### config.mk
export PLATFORM = sky130hd
export DESIGN_NAME = exc_pipe
export DESIGN_NICKNAME = d
export VERILOG_FILES = /design/src/rtl/exc_pkg.sv /design/src/rtl/exc_stage.sv /design/src/rtl/exc_pipe.sv
export SDC_FILE = /design/constraint.sdc
export NUM_CORES = 1
export LEC_CHECK = 0
export CORE_MARGIN = 10
export CORE_UTILIZATION = 30
export CTS_CLUSTER_SIZE = 24
export DETAILED_ROUTE_END_ITERATION = 12
export GPL_TIMING_DRIVEN = 0
export SETUP_SLACK_MARGIN = 0.15
export SLEW_MARGIN = 30
export SYNTH_ARGS = -nofsm -noshare
export SYNTH_HDL_FRONTEND = slang
export SYNTH_SLANG_ARGS = --single-unit
export TNS_END_PERCENT = 20
### constraint.sdc
create_clock -name clk -period 2.4 [get_ports clk]
set_input_delay 0.72 -clock clk [delete_from_list [all_inputs] [get_ports clk]]
set_output_delay 0.72 -clock clk [all_outputs]
set_load 0.005 [all_outputs]
### src/rtl/exc_pkg.sv
// Shared exception-pipeline definitions: ExcCodes, stage record, fetch window.
// Optional EXC_BADVADDR_EN adds a bad-address field to every stage.
package exc_pkg;

  localparam logic [4:0] EXC_INT     = 5'd0;
  localparam logic [4:0] EXC_ADEL    = 5'd4;
  localparam logic [4:0] EXC_ADES    = 5'd5;
  localparam logic [4:0] EXC_SYSCALL = 5'd8;
  localparam logic [4:0] EXC_RI      = 5'd10;
  localparam logic [4:0] EXC_OV      = 5'd12;

  localparam logic [31:0] DEF_ADDR_LO  = 32'h0000_3000;
  localparam logic [31:0] DEF_ADDR_HI  = 32'h0000_4ffc;
  localparam logic [31:0] DEF_RESET_PC = 32'h0000_3000;

  typedef struct packed {
    logic        valid;
    logic        exc;
    logic [4:0]  code;
    logic        bd;
    logic [31:0] pc;
  } exc_stage_t;

endpackage

### src/rtl/exc_stage.sv
// One exception-tracking pipeline register with merge, stall and flush.
// EXC_BADVADDR_EN adds the badvaddr field alongside code.
module exc_stage
  import exc_pkg::*;
#(
  parameter int              PC_W     = 32,
  parameter int              CODE_W   = 5,
  parameter logic [PC_W-1:0] RESET_PC = PC_W'(DEF_RESET_PC)
) (
  input  logic              clk,
  input  logic              reset,
  input  logic              stall,
  input  logic              flush,
  input  logic              upStall,
  input  logic              inValid,
  input  logic              inExc,
  input  logic [CODE_W-1:0] inCode,
  input  logic              inBd,
  input  logic [PC_W-1:0]   inPc,
`ifdef EXC_BADVADDR_EN
  input  logic [PC_W-1:0]   inBadv,
  input  logic [PC_W-1:0]   reqAddr,
  output logic [PC_W-1:0]   badv,
`endif
  input  logic              req,
  input  logic [CODE_W-1:0] reqCode,
  output logic              valid,
  output logic              exc,
  output logic [CODE_W-1:0] code,
  output logic              bd,
  output logic [PC_W-1:0]   pc
);

  always_ff @(posedge clk) begin
    if (reset) begin
      valid <= 1'b0;
      exc   <= 1'b0;
      code  <= '0;
      bd    <= 1'b0;
      pc    <= RESET_PC;
`ifdef EXC_BADVADDR_EN
      badv  <= '0;
`endif
    end else if (flush) begin
      // bubble keeps a usable pc for EPC
      valid <= 1'b0;
      exc   <= 1'b0;
      code  <= '0;
      bd    <= 1'b0;
      pc    <= (inPc != '0) ? inPc : pc;
`ifdef EXC_BADVADDR_EN
      badv  <= '0;
`endif
    end else if (stall) begin
      if (req && !exc) begin
        exc  <= 1'b1;
        code <= reqCode;
`ifdef EXC_BADVADDR_EN
        badv <= reqAddr;
`endif
      end
    end else if (upStall) begin
      valid <= 1'b0;
      exc   <= 1'b0;
      code  <= '0;
      bd    <= 1'b0;
`ifdef EXC_BADVADDR_EN
      badv  <= '0;
`endif
    end else begin
      valid <= inValid;
      exc   <= inExc;
      code  <= inCode;
      bd    <= inBd;
      pc    <= inPc;
`ifdef EXC_BADVADDR_EN
      badv  <= inBadv;
`endif
    end
  end

endmodule

### src/rtl/exc_pipe.sv
// Exception-tracking pipeline from Decode to commit, driving CP0 outputs.
// EXC_BADVADDR_EN adds exc_addr input and out_badvaddr output.
module exc_pipe
  import exc_pkg::*;
#(
  parameter int                STAGES    = 3,
  parameter int                PC_W      = 32,
  parameter int                CODE_W    = 5,
  parameter logic [PC_W-1:0]   ADDR_LO   = PC_W'(DEF_ADDR_LO),
  parameter logic [PC_W-1:0]   ADDR_HI   = PC_W'(DEF_ADDR_HI),
  parameter logic [PC_W-1:0]   RESET_PC  = PC_W'(DEF_RESET_PC),
  parameter logic [CODE_W-1:0] CODE_ADEL = CODE_W'(EXC_ADEL)
) (
  input  logic                     clk,
  input  logic                     reset,
  input  logic                     in_valid,
  input  logic [PC_W-1:0]          in_pc,
  input  logic                     in_bd,
  input  logic [STAGES-1:0]        stall,
  input  logic [STAGES-1:0]        flush,
  input  logic [STAGES-1:0]        exc_req,
  input  logic [STAGES*CODE_W-1:0] exc_code,
`ifdef EXC_BADVADDR_EN
  input  logic [STAGES*PC_W-1:0]   exc_addr,
  output logic [PC_W-1:0]          out_badvaddr,
`endif
  output logic                     out_valid,
  output logic                     out_exc,
  output logic [CODE_W-1:0]        out_code,
  output logic [PC_W-1:0]          out_pc,
  output logic                     out_bd,
  output logic [PC_W-1:0]          out_epc
);

  localparam int LAST = STAGES - 1;

  logic [STAGES-1:0] sValid, sExc, sBd;
  logic [STAGES-1:0] nValid, nExc, nBd;
  logic [STAGES-1:0] upStall;
  logic [CODE_W-1:0] sCode [STAGES];
  logic [CODE_W-1:0] nCode [STAGES];
  logic [PC_W-1:0]   sPc   [STAGES];
  logic [PC_W-1:0]   nPc   [STAGES];
`ifdef EXC_BADVADDR_EN
  logic [PC_W-1:0]   sBadv [STAGES];
  logic [PC_W-1:0]   nBadv [STAGES];
`endif

  logic fetchFault;

  assign fetchFault = in_valid &&
                      ((in_pc < ADDR_LO) ||
                       (in_pc > ADDR_HI) ||
                       (in_pc[1:0] != 2'b00));

  for (genvar i = 0; i < STAGES; i++) begin : g_stage
    if (i == 0) begin : g_head
      assign nValid[i]  = in_valid;
      assign nExc[i]    = fetchFault;
      assign nCode[i]   = fetchFault ? CODE_ADEL : '0;
      assign nBd[i]     = in_bd;
      assign nPc[i]     = in_pc;
      assign upStall[i] = 1'b0;
`ifdef EXC_BADVADDR_EN
      assign nBadv[i]   = fetchFault ? in_pc : '0;
`endif
    end else begin : g_body
      logic take;
      // request for stage i-1 rides along as it advances
      assign take = exc_req[i-1] && !flush[i-1] && !sExc[i-1];
      assign nValid[i]  = sValid[i-1];
      assign nExc[i]    = sExc[i-1] | take;
      assign nCode[i]   = take ? exc_code[(i-1)*CODE_W +: CODE_W]
                               : sCode[i-1];
      assign nBd[i]     = sBd[i-1];
      assign nPc[i]     = sPc[i-1];
      assign upStall[i] = stall[i-1];
`ifdef EXC_BADVADDR_EN
      assign nBadv[i]   = take ? exc_addr[(i-1)*PC_W +: PC_W]
                               : sBadv[i-1];
`endif
    end

    exc_stage #(
      .PC_W     (PC_W),
      .CODE_W   (CODE_W),
      .RESET_PC (RESET_PC)
    ) u_stage (
      .clk     (clk),
      .reset   (reset),
      .stall   (stall[i]),
      .flush   (flush[i]),
      .upStall (upStall[i]),
      .inValid (nValid[i]),
      .inExc   (nExc[i]),
      .inCode  (nCode[i]),
      .inBd    (nBd[i]),
      .inPc    (nPc[i]),
`ifdef EXC_BADVADDR_EN
      .inBadv  (nBadv[i]),
      .reqAddr (exc_addr[i*PC_W +: PC_W]),
      .badv    (sBadv[i]),
`endif
      .req     (exc_req[i]),
      .reqCode (exc_code[i*CODE_W +: CODE_W]),
      .valid   (sValid[i]),
      .exc     (sExc[i]),
      .code    (sCode[i]),
      .bd      (sBd[i]),
      .pc      (sPc[i])
    );
  end

  assign out_valid = sValid[LAST];
  assign out_exc   = sExc[LAST];
  assign out_code  = sExc[LAST] ? sCode[LAST] : '0;
  assign out_pc    = sPc[LAST];
  assign out_bd    = sBd[LAST];
  assign out_epc   = out_bd ? out_pc - PC_W'(4) : out_pc;
`ifdef EXC_BADVADDR_EN
  assign out_badvaddr = sBadv[LAST];
`endif

endmodule

### Word level (Yosys, flattened, before mapping)

Index checks and enable logic that the tools add are counted.
W data, S select, Z words.

* register bits after elaboration: 120
* latch bits: 0
* RAM bits: 0
* bits in read-only memories: 0
* input bits: 60
* output and inout port bits: 72
* logic and storage cells: 92
* memories: 0

* add/subtract/negate cells: 1
* $mul: 0
* divide/modulo/power cells: 0
* $lt $le $gt $ge: 2
* equality and inequality tests: 11
* shift operators: 0
* mux-type cells: 36
* bitwise gates (word level): 2
* reductions and logical operators: 25

Operator list (count)
* $mux W32: 12
* $reduce_bool A32 Y1: 3
* $mux W5: 11
* $gt A32 B15 Y1 const B: 1
* $lt A32 B14 Y1 const B: 1
* $sub A32 B3 Y32 const B: 1
* $ne A2 B1 Y1 const B: 11
* $mux W1: 12
* $logic_and A1 B1 Y1: 8
* $reduce_and A3 Y1: 2
* $reduce_or A2 Y1: 3
* $logic_not A1 Y1: 5
* $mux W3: 1
* $logic_or A1 B1 Y1: 2
* $or A1 B1 Y1: 2
* $reduce_and A2 Y1: 1
* $reduce_bool A2 Y1: 1

### Depth between registers and ports, before layout

* word-level depth: 6
* mapped depth: 7
* depth with buffers taken out: 6

### Hierarchy

From an unflattened synthesis, not the netlist that was laid out.

* cell total of the unflattened synthesis: 822
* area, all modules: 7064.3 sq um

By module, submodules not included
* exc_stage: instances 3, cells an instance 234, area each 2073.2 sq um
* exc_pipe: instances 1, cells an instance 120, area each 844.6 sq um

### Worst setup path before layout

OpenSTA, ideal clock, no wires.

* path type: register -> output
* from: register g_stage[2].u_stage.pc[10]
* to: output out_epc[29]
* arrival: 1768 ps
* setup slack: -88 ps
* cell stages (with the launch flop): 6
* path buffers: 1
* cells stage by stage: dfxtp_1 or4_1 buf_2 nor4b_4 nand4b_1 xnor2_1

* longest elaborated chain between the ends: 2

RTL lines
* start, declared: RTL line exc_stage.sv:31 `output logic [PC_W-1:0] pc`
* start signal, assigned: RTL line exc_stage.sv:50 `pc <= (inPc != '0) ? inPc : pc;`
* start signal, assigned: RTL line exc_stage.sv:75 `pc <= inPc;`
* $sub A32 B3 Y32: RTL line exc_pipe.sv:119 `assign out_epc = out_bd ? out_pc - PC_W'(4) : out_pc;`
* $mux W32: RTL line exc_pipe.sv:119
* end, declared: RTL line exc_pipe.sv:32 `output logic [PC_W-1:0] out_epc`

Every way passes these cells.

### Final worst setup path

* from: register g_stage[2].u_stage.pc[11]
* to: output out_epc[21]

Same word-level chain as after synthesis.

==> results.tsv <==
metric	value	unit
avgViaCountPerCell	5.38	
dp_hpwl	17700	um
netlist_instances	846	
post_drt_wl_per_cell	18.0	um
antennaDiodeCount	0	
fin_cells	1317	
post-route-min-period	3090	ps
syn_nets	907	
arrival	2370	ps
io_buffer_count	129	
worstPathCellList	or4_4 > buf_6 > or4b_1 > xnor2_1 > dlygate4sd2_1	
seq_area_frac_synth	36.5	%
first_pass_iters	5	
p_comb_share	14.1	%
ant_nets	0	
drive_above_1_share	19.2	%
crit_required	1680	ps
min_path_type	reg -> reg	
dpl_cell_area	0.00825	mm^2
power_density	598	mW/mm^2
synth_edf_count	0	
cp-start-kind	flip-flop	
clkSinkCount	120	
cts_buffer_depth	2	
yosysWarnings	0	
hold_buffers	0	
initial_core_util	30.4	%
ys.flop_type	dfxtp_1	
area_growth_syn_to_layout	43.3	%
rsz0062_at_grt	yes	
ys_ff_latch	120	
h-tree-depth	4	
syn_area	0.00659	mm^2
seqPwrFrac	38.2	%
drtIter0Drc	494	
max-cap-violations	0	
final_hold_viol_count	0	
cts_made_buffers	17	
cp_max_fo	5	
setup_viol	27	
placed_cells	1255	
max_freq	323	MHz
slowest_delay	530	ps
gr-total-overflow	0	
fin_nets	1087	
clock_skew	14.5	ps
root_buffer	clkbuf_16	
failed_checks	setup timing	
die_h	168	um
power_switching_share	25.4	%
outcome	finished with violations	
ys_types	51	
final_max_slew_viol_count	0	
critPathSlowestCell	or4b_1	
critPathKind	reg -> out	
drt-total-wl	23700	um
grt_use_total	16.2	%
setup_ws	-692	ps
cts_tree	built	
pin_count	132	
cp_top_family	simple AND/OR/NAND/NOR gates	
final_util	43.5	%
power_switching	1.43	mW
die_area	0.0283	mm^2
cts.clk_slew.worst_paths	60	ps
vias	7079	
antenna_found_initial	0	
die_x	168	um
total_power	5.65	mW
synth.avg_cell_area	7.78	um^2
cp.buffers_inverters	2	
seq_area	0.00244	mm^2
p_leak	3.74	nW
postLayoutCellArea	0.00944	mm^2
core-area	0.0217	mm^2
power.internal	4.21	mW
worstSkewPairLatency	430	ps
dpl_worst_slack	-872	ps
worstMarginPinSlew	604	ps
drc	0	
slew_headroom	59.5	%
multiInputGateArea	0.00411	mm^2
synthArstFlopShare	0	%
grt_pass1_vias	6935	
row_count	54	
clkPwrFrac	47.7	%
end_kind	output pin	
fillers	2153	
gp_congestion	0.846	
fin_crit_sh	129	%
peakVddDrop	0.000502	V
grt_pass1_wl	37500	um
grt_max_degree	17	
-- final cells by class --
type,instances,area share (%)
Sequential cell,120,25.8
Inverter,30,1.22
Buffer,71,3.73
Timing Repair Buffer,161,15.4
Clock inverter,9,1.56
Tap cell,280,3.71
Multi-Input combinational cell,625,43.5
Clock buffer,21,4.99
-- cells in the mapped netlist, types with 6 or more instances --
library cell,count,share of area (%)
or4_1,8,0.91
buf_2,11,0.84
nor4_1,47,4.5
nand4_1,60,5.7
mux2_2,10,1.7
a211o_1,24,3.2
o311ai_0,21,2.8
xor2_1,7,0.93
nand3_1,44,3.3
o21ai_0,8,0.61
nor3_1,16,1.2
o211ai_1,11,1.3
nand2_1,120,6.8
inv_1,30,1.7
mux2i_1,6,0.91
a311o_1,7,1.1
a21oi_1,15,1.1
and3_1,8,0.76
nor2b_1,48,4.6
clkbuf_1,53,3.0
dfxtp_1,120,36
a22oi_1,6,0.68
nor2_1,66,3.8
xnor2_1,22,2.9
a31oi_1,11,1.0
-- path summary, 6_finish.rpt --
kind,startpoint,end,slack (ps),cells past startpoint
max,g_stage[2].u_stage.pc[11],out_epc[21],-690,5
min,g_stage[0].u_stage.valid,g_stage[0].u_stage.valid,470,2
max reg2reg,g_stage[0].u_stage.pc[3],g_stage[1].u_stage.pc[13],410,4
min reg2reg,g_stage[0].u_stage.valid,g_stage[0].u_stage.valid,470,2
-- cells in the final DEF, fill, tap and decap left out, types with 7 or more instances in the layout --
cell and instances:
a211o_1 24, a21oi_1 15, a311o_1 7, a31oi_1 11, and3_1 8, buf_2 37, buf_4 20, buf_6 17
clkbuf_1 35, clkbuf_16 17, clkbuf_2 13, clkdlybuf4s50_1 98, dfxtp_1 104, dfxtp_2 10, inv_1 28, mux2_2 10
nand2_1 118, nand3_1 36, nand4_1 60, nor2_1 61, nor2b_1 48, nor3_1 13, nor4_1 41, o211ai_1 11
o21ai_0 8, o311ai_0 20, xnor2_1 15, xnor2_2 7, xor2_1 7
-- metal layers --
layer,wire length [um],vias up,global-route usage [%]
li1,-,3481,-
met1,11300,3337,21.8
met2,10600,241,25.1
met3,1500,20,4.07
met4,340,0,4.66
met5,0,-,0
-- timing repair --
| item | 4_1_cts | 5_1_grt |
|---|---|---|
| hold endpoints to repair | 0 | 0 |
| setup endpoints to repair | 131 | 122 |
| pin swaps | 21 | 26 |
| setup buffers | 23 | 9 |
| resized for setup | 173 | 80 |
-- power by group through the flow --
stage / Sequential (mW) / Combinational [mW] / Clock, mW
finish: 2.16 / 0.794 / 2.70
global placement: 2.19 / 0.737 / 0
CTS: 2.15 / 0.768 / 2.74
detailed placement: 2.20 / 0.743 / 0
global route: 2.17 / 0.868 / 2.81
floorplan: 2.17 / 0.419 / 0
-- tightest hold or removal path: cells and delay by family (launching register included) --
| kind | cells | cell delay (ps) |
|---|---|---|
| AND/OR/NAND/NOR | 1 | 60 |
| AO/OA/AOI/OAI | 1 | 50 |
| flip-flops | 1 | 310 |
-- cell families after synthesis --
family / after synthesis / share of synthesized area (%)
multiplexers: 16 / 2.62
XOR/XNOR: 29 / 3.86
buffers and inverters: 101 / 6.10
adder cells (fa/ha/maj): 1 / 0.190
AO/OA/AOI/OAI: 123 / 14.3
AND/OR/NAND/NOR: 456 / 36.5
flip-flops: 120 / 36.5
-- registers in the layout, indices dropped and copies added, names as in the netlist --
signal,flops
g_stage.u_stage.bd,3
g_stage.u_stage.code,15
g_stage.u_stage.exc,3
g_stage.u_stage.pc,96
g_stage.u_stage.valid,3
-- metrics by stage --
step | setup TNS [ps] | hold WS (ps)
final | -12100 | 470
after global placement | -61740 | 453
after global routing | -14780 | 490
after detailed placement | -61850 | 458
after CTS | -12220 | 467
after floorplan | -82.9 | 431
Power figures use the tool's default switching activity.
